**src/rtl/renkon_linebuf_ctrl.sv**
```systemverilog
// renkon_linebuf_ctrl
//   Sequencer for the renkon line buffer. An accepted start request latches
//   the image/filter edges, fires a one-cycle buf_req and streams one input
//   memory read address per cycle in raster order. Each window reported by
//   the line buffer is tagged with its (row, col) position and counted. The
//   run ends when the line buffer raises buf_ack again.
//
// Ports
//   clk, xrst           clock, synchronous active-high reset
//   req                 start request (sampled only while idle)
//   img_size, fil_size  image / filter edge, latched on an accepted req
//   ack                 high when idle/ready, low while a run is in progress
//   buf_req             one-cycle start pulse to the line buffer
//   buf_ack, buf_valid  line buffer ready/done level, window valid strobe
//   mem_re, mem_addr    input-memory read enable / pixel index
//   blk_valid           tagged window valid (buf_valid delayed one cycle)
//   blk_row, blk_col    window position, 0..img-fil
//   blk_last            marks the final window of the run
//   blk_count           windows tagged in the current run
//   err                 sticky error; cleared by the next accepted req
module renkon_linebuf_ctrl #(
  parameter int IMAGE  = 32,
  parameter int FILTER = 3,
  parameter int AWIDTH = 10,
  parameter int LWIDTH = $clog2(IMAGE + 1)
) (
  input  logic                clk,
  input  logic                xrst,
  input  logic                req,
  input  logic [LWIDTH-1:0]   img_size,
  input  logic [LWIDTH-1:0]   fil_size,
  output logic                ack,
  output logic                buf_req,
  input  logic                buf_ack,
  input  logic                buf_valid,
  output logic                mem_re,
  output logic [AWIDTH-1:0]   mem_addr,
  output logic                blk_valid,
  output logic [LWIDTH-1:0]   blk_row,
  output logic [LWIDTH-1:0]   blk_col,
  output logic                blk_last,
  output logic [2*LWIDTH-1:0] blk_count,
  output logic                err
);

  localparam int CW = 2 * LWIDTH;
  localparam int XW = AWIDTH + CW;
  localparam logic [LWIDTH-1:0] IMAGE_L  = LWIDTH'(IMAGE);
  localparam logic [LWIDTH-1:0] FILTER_L = LWIDTH'(FILTER);
  localparam logic [LWIDTH-1:0] ONE_L    = LWIDTH'(1);

  typedef enum logic [1:0] {S_IDLE, S_REQ, S_FEED, S_DRAIN} state_t;

  state_t              state_reg, state_next;
  logic [LWIDTH-1:0]   span_reg, span_next;     // img - fil, last row/col index
  logic [CW-1:0]       npix_reg, npix_next;     // img*img
  logic [CW-1:0]       nwin_reg, nwin_next;     // (img-fil+1)**2
  logic [LWIDTH-1:0]   row_reg, row_next;       // position of the next window
  logic [LWIDTH-1:0]   col_reg, col_next;
  logic [1:0]          age_reg, age_next;       // cycles since buf_req, saturating at 2
  logic                ack_reg, ack_next;
  logic                buf_req_reg, buf_req_next;
  logic                mem_re_reg, mem_re_next;
  logic [AWIDTH-1:0]   mem_addr_reg, mem_addr_next;
  logic                blk_valid_reg, blk_valid_next;
  logic [LWIDTH-1:0]   blk_row_reg, blk_row_next;
  logic [LWIDTH-1:0]   blk_col_reg, blk_col_next;
  logic                blk_last_reg, blk_last_next;
  logic [CW-1:0]       blk_count_reg, blk_count_next;
  logic                err_reg, err_next;

  // Size legality and the run constants derived from the requested sizes.
  logic                size_ok;
  logic [LWIDTH-1:0]   span_in;
  logic [CW-1:0]       img_w, side_w;

  assign size_ok = (fil_size >= ONE_L) && (fil_size <= img_size) &&
                   (img_size <= IMAGE_L) && (fil_size <= FILTER_L);
  assign span_in = img_size - fil_size;
  assign img_w   = CW'(img_size);
  assign side_w  = CW'(span_in) + CW'(1);

  // A window is tagged only while a run is streaming, and only up to the
  // expected total; anything else is an error.
  logic                in_run, tag_fire, tag_ok;
  logic [CW-1:0]       count_after;
  logic [XW-1:0]       addr_ext, last_addr_ext;

  assign in_run        = (state_reg == S_FEED) || (state_reg == S_DRAIN);
  assign tag_fire      = buf_valid && in_run;
  assign tag_ok        = tag_fire && (blk_count_reg < nwin_reg);
  // Includes a window tagged on this same cycle so a final window arriving
  // together with buf_ack is not mistaken for a missing one.
  assign count_after   = blk_count_reg + CW'(tag_ok);
  assign addr_ext      = XW'(mem_addr_reg);
  assign last_addr_ext = XW'(npix_reg - CW'(1));

  always_comb begin
    state_next     = state_reg;
    span_next      = span_reg;
    npix_next      = npix_reg;
    nwin_next      = nwin_reg;
    row_next       = row_reg;
    col_next       = col_reg;
    age_next       = age_reg;
    ack_next       = ack_reg;
    buf_req_next   = 1'b0;
    mem_re_next    = mem_re_reg;
    mem_addr_next  = mem_addr_reg;
    blk_valid_next = 1'b0;
    blk_row_next   = blk_row_reg;
    blk_col_next   = blk_col_reg;
    blk_last_next  = 1'b0;
    blk_count_next = blk_count_reg;
    err_next       = err_reg;

    unique case (state_reg)
      S_IDLE: begin
        ack_next    = 1'b1;
        mem_re_next = 1'b0;
        if (req) begin
          if (size_ok) begin
            span_next      = span_in;
            npix_next      = img_w * img_w;
            nwin_next      = side_w * side_w;
            row_next       = '0;
            col_next       = '0;
            age_next       = 2'd0;
            err_next       = 1'b0;
            blk_count_next = '0;
            // Outputs are registered, so the S_REQ outputs are loaded here.
            buf_req_next   = 1'b1;
            ack_next       = 1'b0;
            mem_re_next    = 1'b1;
            mem_addr_next  = '0;
            state_next     = S_REQ;
          end else begin
            err_next = 1'b1;
          end
        end
      end

      S_REQ: begin
        age_next = 2'd1;
        // A 1x1 image has its only pixel read during S_REQ itself.
        if (npix_reg == CW'(1)) begin
          mem_re_next = 1'b0;
          state_next  = S_DRAIN;
        end else begin
          mem_addr_next = mem_addr_reg + AWIDTH'(1);
          state_next    = S_FEED;
        end
      end

      S_FEED: begin
        if (age_reg != 2'd2) age_next = age_reg + 2'd1;
        if (addr_ext == last_addr_ext) begin
          mem_re_next = 1'b0;
          state_next  = S_DRAIN;
        end else begin
          mem_addr_next = mem_addr_reg + AWIDTH'(1);
        end
      end

      S_DRAIN: begin
        if (age_reg != 2'd2) age_next = age_reg + 2'd1;
        // buf_ack is still the stale "ready" level right after buf_req, so
        // it is only trusted once the line buffer has had time to drop it.
        if (buf_ack && (age_reg == 2'd2)) begin
          ack_next   = 1'b1;
          state_next = S_IDLE;
          if (count_after != nwin_reg) err_next = 1'b1;
        end
      end

      default: state_next = S_IDLE;
    endcase

    if (tag_fire) begin
      if (tag_ok) begin
        blk_valid_next = 1'b1;
        blk_row_next   = row_reg;
        blk_col_next   = col_reg;
        blk_last_next  = (row_reg == span_reg) && (col_reg == span_reg);
        blk_count_next = blk_count_reg + CW'(1);
        if (col_reg == span_reg) begin
          col_next = '0;
          row_next = row_reg + ONE_L;
        end else begin
          col_next = col_reg + ONE_L;
        end
      end else begin
        err_next = 1'b1;
      end
    end

    if (buf_valid && !in_run) err_next = 1'b1;
  end

  always_ff @(posedge clk) begin
    if (xrst) begin
      state_reg     <= S_IDLE;
      span_reg      <= '0;
      npix_reg      <= '0;
      nwin_reg      <= '0;
      row_reg       <= '0;
      col_reg       <= '0;
      age_reg       <= 2'd0;
      ack_reg       <= 1'b1;
      buf_req_reg   <= 1'b0;
      mem_re_reg    <= 1'b0;
      mem_addr_reg  <= '0;
      blk_valid_reg <= 1'b0;
      blk_row_reg   <= '0;
      blk_col_reg   <= '0;
      blk_last_reg  <= 1'b0;
      blk_count_reg <= '0;
      err_reg       <= 1'b0;
    end else begin
      state_reg     <= state_next;
      span_reg      <= span_next;
      npix_reg      <= npix_next;
      nwin_reg      <= nwin_next;
      row_reg       <= row_next;
      col_reg       <= col_next;
      age_reg       <= age_next;
      ack_reg       <= ack_next;
      buf_req_reg   <= buf_req_next;
      mem_re_reg    <= mem_re_next;
      mem_addr_reg  <= mem_addr_next;
      blk_valid_reg <= blk_valid_next;
      blk_row_reg   <= blk_row_next;
      blk_col_reg   <= blk_col_next;
      blk_last_reg  <= blk_last_next;
      blk_count_reg <= blk_count_next;
      err_reg       <= err_next;
    end
  end

  assign ack       = ack_reg;
  assign buf_req   = buf_req_reg;
  assign mem_re    = mem_re_reg;
  assign mem_addr  = mem_addr_reg;
  assign blk_valid = blk_valid_reg;
  assign blk_row   = blk_row_reg;
  assign blk_col   = blk_col_reg;
  assign blk_last  = blk_last_reg;
  assign blk_count = blk_count_reg;
  assign err       = err_reg;

endmodule

```
**config.mk**
```make
export PLATFORM = sky130hd
export DESIGN_NAME = renkon_linebuf_ctrl
export DESIGN_NICKNAME = d
export VERILOG_FILES = /design/src/rtl/renkon_linebuf_ctrl.sv
export SDC_FILE = /design/constraint.sdc
export NUM_CORES = 1
export LEC_CHECK = 0
export ABC_AREA = 0
export CAP_MARGIN = 30
export CORE_MARGIN = 8
export CORE_UTILIZATION = 60
export CTS_BUF_LIST = sky130_fd_sc_hd__clkbuf_4 sky130_fd_sc_hd__clkbuf_8
export CTS_CLUSTER_DIAMETER = 120
export DETAILED_ROUTE_END_ITERATION = 7
export GPL_TIMING_DRIVEN = 0
export MAX_ROUTING_LAYER = met4
export PLACE_DENSITY_LB_ADDON = 0.05
export SYNTH_ARGS = -nofsm -noshare
export SYNTH_HDL_FRONTEND = slang
export SYNTH_SLANG_ARGS = --single-unit
export TNS_END_PERCENT = 100
```
**constraint.sdc**
```tcl
create_clock -name clk -period 7.8 [get_ports clk]
set_clock_uncertainty 0.1 [all_clocks]
set_input_delay 1.56 -clock clk [delete_from_list [all_inputs] [get_ports clk]]
set_output_delay 1.56 -clock clk [all_outputs]
set_load 0.02 [all_outputs]
```
-- After elaboration in Yosys (flattened, before gate mapping)
Index checks and enable logic that the tools add are counted.
- bits in registers: 86
- word-level logic and storage cells: 127
- bits of input ports: 17
- multiplexer cells: 49
- bitwise gates (word level): 3
- reductions and logical operators: 24
- add/subtract/negate cells: 9
- $lt $le $gt $ge: 5
- eq/ne operators: 18
- multipliers: 2
- operators with widths (operator ; number):
    $mux 6 ; 12
    $mux 12 ; 5
    $mux 10 ; 4
    $pmux 10 s3 ; 1
    $eq 10x22->1 ; 1
    $mux 1 ; 15
    $mux 2 ; 7
    $sub 12x1->13 const B ; 1
    $add 12x1->12 ; 1
    $add 12x1->12 const B ; 1
    $add 6x1->6 const B ; 2
    $eq 12x1->1 const B ; 1
    $eq 6x6->1 ; 2
    $lt 12x12->1 ; 1
    $mul 6x6->12 ; 1
    $mul 7x7->12 ; 1
    $ne 12x12->1 ; 1
    $ne 2x2->1 const B ; 6
    $add 10x1->10 const B ; 1
    $reduce_and 3->1 ; 3
    $logic_and 1x1->1 ; 8
    $pmux 2 s4 ; 1
    $add 6x1->7 const B ; 1
    $eq 2x2->1 const B ; 3
    other kinds (22) ; 30

-- Depth between registers and ports, before layout
- depth after elaboration: 12
- gate-level depth with buffers: 28

-- Worst setup path before layout
No wires, ideal clock.
- kind: input to register
- start point: input img_size[0]
- end point: register nwin_reg[11]
- slack: 789 ps
- stages: 26
- arrival time: 6805 ps
- data required time: 7594 ps
- cells stage by stage: inv_1 > ha_1 > inv_1 > fa_1 > inv_1 > nor3_1 > nand3b_1 > nor3_1 > nor2_1 > nor2_1 > xor2_1 > ha_1 > inv_1 > fa_1 > inv_1 > fa_1 > inv_1 > fa_1 > inv_1 > ha_1 > and3_1 > a211oi_1 > o21bai_1 > a21oi_1 > nand2_1 > o311ai_0
- RTL lines (element ; line ; source):
    start, declared ; 30 ; input logic [LWIDTH-1:0] img_size,
    $sub 6x6->6 ; 79 ; assign span_in = img_size - fil_size;
    net span_in[1] ; 74 ; logic [LWIDTH-1:0] span_in;
    $add 6x1->7 ; 81 ; assign side_w = CW'(span_in) + CW'(1);
    $mul 7x7->12 ; 125 ; nwin_next = side_w * side_w;
    end signal, assigned ; 223 ; nwin_reg <= nwin_next;
    end, declared ; 57 ; logic [CW-1:0] nwin_reg, nwin_next;
The timed path passes the listed nets, and every way through them passes these cells.
A chain may end at the register's enable or synchronous reset.

-- Worst setup path after layout
- start point: input fil_size[0]
- end point: register nwin_reg[11]
- longest elaborated chain between the ends: 5
- ends and longest elaborated chain (element ; line ; source):
    start, declared ; 31 ; input logic [LWIDTH-1:0] fil_size,
    parallel branches: the longest is 5 deep, another holds $mul 7x7->12 ; - ;
Several ways; the timed one is not identified.

==> results.py <==
metrics = {
    "status": {
        "status": "finished, final reports clean",
    },
    "final_layout": {
        "mostFrequentLayoutCells": "nand2_1, inv_1, dfxtp_1",
        "final_common_cell": "nand2_1",
        "fillCellCount": 975,
        "final_cell_count_no_fill": 1089,
        "antennaDiodeCount": 0,
        "largest_register_ffs": 12,
        "area_delta_synth_final_pct": 14.4,
        "nNetsFinal": 1043,
        "multiInputGateArea_mm2": 0.00468,
        "seq_area_mm2": 0.00168,
        "drive_above_1_share_pct": 5.60,
    },
    "critical_path": {
        "start_kind": "primary input",
        "worstRegToRegCells": 16,
        "critical_path.reg2reg.endpoint": "err",
        "worstPathArrival_ns": 7.58,
        "cp.required_ns": 7.98,
        "r2r_start": "blk_count[9]",
        "r2r_slack_ns": 3.13,
        "crit_type": "in2reg",
        "path_max_fanout": 5,
        "timing.critical_path.to_type": "flip-flop",
    },
    "cts": {
        "path_clk_slew_ns": 0.09,
        "clkSinkCount": 84,
        "clkLatencyLatePin_ns": 0.38,
        "ctsRootBufferMaster": "clkbuf_8",
        "h-tree-depth": 3,
        "cts_tree": "done",
        "hold_buffers": 0,
        "cts_buffer_depth": 2,
        "cts_buffers": 9,
    },
    "synthesis": {
        "synth_cells": 875,
        "ys.flop_type": "dfxtp_1",
        "synth-edff-count": 0,
        "yosysWarnings": 0,
        "synth_seq_area_share_pct": 24.8,
        "avgSynthCellArea_um2": 7.76,
        "synth.distinct_cells": 68,
        "ys_ff_latch": 84,
        "synthesis.area_mm2": 0.00679,
        "synth-async-reset-ratio_pct": 0,
    },
    "pwr": {
        "pwr-share-clk_pct": 18.4,
        "ir_drop_v": 0.000251,
        "combPwrFrac_pct": 54.3,
        "p_int_w": 0.000933,
        "p_sw_w": 0.000671,
        "switching_share_pct": 41.8,
        "powerDensity_mw_per_mm2": 206,
        "leakagePower_nw": 3.31,
        "seqPwrFrac_pct": 27.3,
    },
    "sta": {
        "holdWs_ns": 0.392,
        "period_needed_ns": 7.41,
        "fin_ws_ns": 0.395,
        "rsz0062_at_grt": "true",
        "fmax_ghz": 0.135,
        "fin_crit_sh_pct": 94.9,
        "drv_slew": 0,
        "final_hold_viol_count": 0,
        "tightest_slew_ns": 0.680,
        "slew_headroom_pct": 54.7,
        "setup_viol": 0,
    },
    "floorplanning": {
        "ios": 57,
        "num_rows": 39,
        "fp.dieW_um": 122,
        "start_util_pct": 60.5,
        "die_h_um": 122,
        "die-area_mm2": 0.0150,
        "core_mm2": 0.0112,
    },
    "drt": {
        "wirelength_um": 17300,
        "first_iter_violations": 499,
        "avgViaCountPerCell": 5.74,
        "drc": 0,
        "antenna_left": 0,
        "vias": 6256,
        "wire_per_inst_um": 15.9,
        "first_pass_iters": 5,
    },
    "place": {
        "hpwlAfterDp_um": 13600,
        "placed_cells": 1074,
        "place_ws_ns": -0.504,
        "io_buffers": 55,
        "gp_congestion": 0.867,
    },
    "min_path": {
        "holdPathStages": 2,
        "hp-class": "reg2reg",
        "holdPathEnd": "mem_re",
        "hp-start": "mem_re",
    },
    "run": {
        "max_cap_viol_count": 0,
    },
    "global_route": {
        "grt_overflow": 0,
        "grt_pass1_vias": 6155,
        "groute.usage.overall_pct": 24.5,
        "antenna_found_initial": 0,
        "grt_pass1_wl_um": 29100,
        "grt_start_max_net_pins": 16,
    },
}
[final cells by class]
cell class | count | area share [%]
repair buffers | 56 | 7.24
flip-flops and latches | 84 | 21.6
multi-input cells | 667 | 60.2
well taps | 143 | 2.30
plain buffers | 32 | 1.82
inverters | 91 | 4.39
clock inverters | 6 | 0.612
clock buffers | 10 | 1.77
[power groups by stage]
stage	logic, W	clock network [W]	registers, W
CTS	0.000836	0.000297	0.000438
global route	0.000995	0.000315	0.000438
global placement	0.000806	0	0.000447
detailed placement	0.000825	0	0.000448
floorplan	0.000662	0	0.000448
finish	0.000870	0.000295	0.000438
[worst max-delay path, cell delays in order]
cell and delay [ns]:
clkdlybuf4s50_1 0.50, ha_1 0.18, inv_1 0.05, fa_1 0.47, and3_1 0.26, nor2_1 0.19
xnor2_1 0.13, or3_1 0.42, nor2_2 0.17, xor2_1 0.09, ha_1 0.28, inv_1 0.06
fa_1 0.53, inv_1 0.06, fa_1 0.53, inv_1 0.05, fa_1 0.49, inv_1 0.04
ha_1 0.35, and3_1 0.21, a211oi_2 0.27, o21bai_1 0.10, a21oi_1 0.23, nand2_1 0.09
o311ai_1 0.26
[logic make-up after synthesis]
group | after synthesis | synth area share, %
other | 1 | 0.0552
AND/OR/NAND/NOR | 320 | 23.1
buffers and inverters | 125 | 7.22
XOR/XNOR | 58 | 7.48
multiplexers | 16 | 2.38
AO/OA/AOI/OAI | 186 | 17.0
adder cells (fa/ha/maj) | 85 | 18.0
flip-flops | 84 | 24.8
[through the flow]
stage	TNS (ns)	total power [W]	utilization [%]	instance area, µm²
after global routing	-0.0739	0.00175	69.3	7770
after floorplan	0	0.00111	-	6800
after global placement	-0.559	0.00125	67.1	7530
after detailed placement	-0.957	0.00127	67.1	7530
after CTS	0	0.00157	68.7	7710
final	0	0.00160	69.3	7770
[routing by layer]
| metal | share of wire [%] | vias to the layer above | global-route usage [%] | routed length [µm] |
|---|---|---|---|---|
| li1 | - | 3122 | - | - |
| met4 | 2.1 | 0 | 7.77 | 357 |
| met2 | 47 | 145 | 39.7 | 8140 |
| met5 | 0 | - | - | 0 |
| met3 | 4.5 | 24 | 4.28 | 783 |
| met1 | 46 | 2965 | 30.3 | 7980 |
[synth_stat cells (8+ instances only)]
cell type | instances | share of area (%)
nor2_1 | 80 | 4.4
inv_1 | 91 | 5.0
nand2_1 | 102 | 5.6
nand3_1 | 28 | 2.1
nand2b_1 | 10 | 0.92
dfxtp_1 | 84 | 25
nor2b_1 | 11 | 1.0
xor2_1 | 25 | 3.2
and3_1 | 10 | 0.92
mux2i_1 | 15 | 2.2
fa_1 | 21 | 6.2
a31oi_1 | 10 | 0.92
xnor2_1 | 33 | 4.3
a21oi_1 | 64 | 4.7
and2_1 | 15 | 1.4
a21o_1 | 8 | 0.88
nor3_1 | 19 | 1.4
ha_1 | 64 | 12
or3_1 | 8 | 0.74
o21ai_0 | 40 | 2.9
clkbuf_1 | 24 | 1.3
[how the worst max path moves through the flow]
stage | start | end | slack (ns)
4_1_cts | img_size[0] | nwin_reg[11] | 0.04
5_1_grt | fil_size[0] | nwin_reg[11] | -0.06
3_5_place_dp | img_size[0] | nwin_reg[11] | -0.50
2_1_floorplan | img_size[0] | nwin_reg[11] | 0.79
6_report | fil_size[0] | nwin_reg[11] | 0.39
3_3_place_gp | img_size[0] | nwin_reg[11] | -0.35
[repair_timing]
item | CTS | global route
setup buffers | 0 | 1
setup endpoints to repair | 1 | 4
gates resized for setup | 3 | 12
pin swaps | 0 | 1
Power figures use the tool's default switching activity.
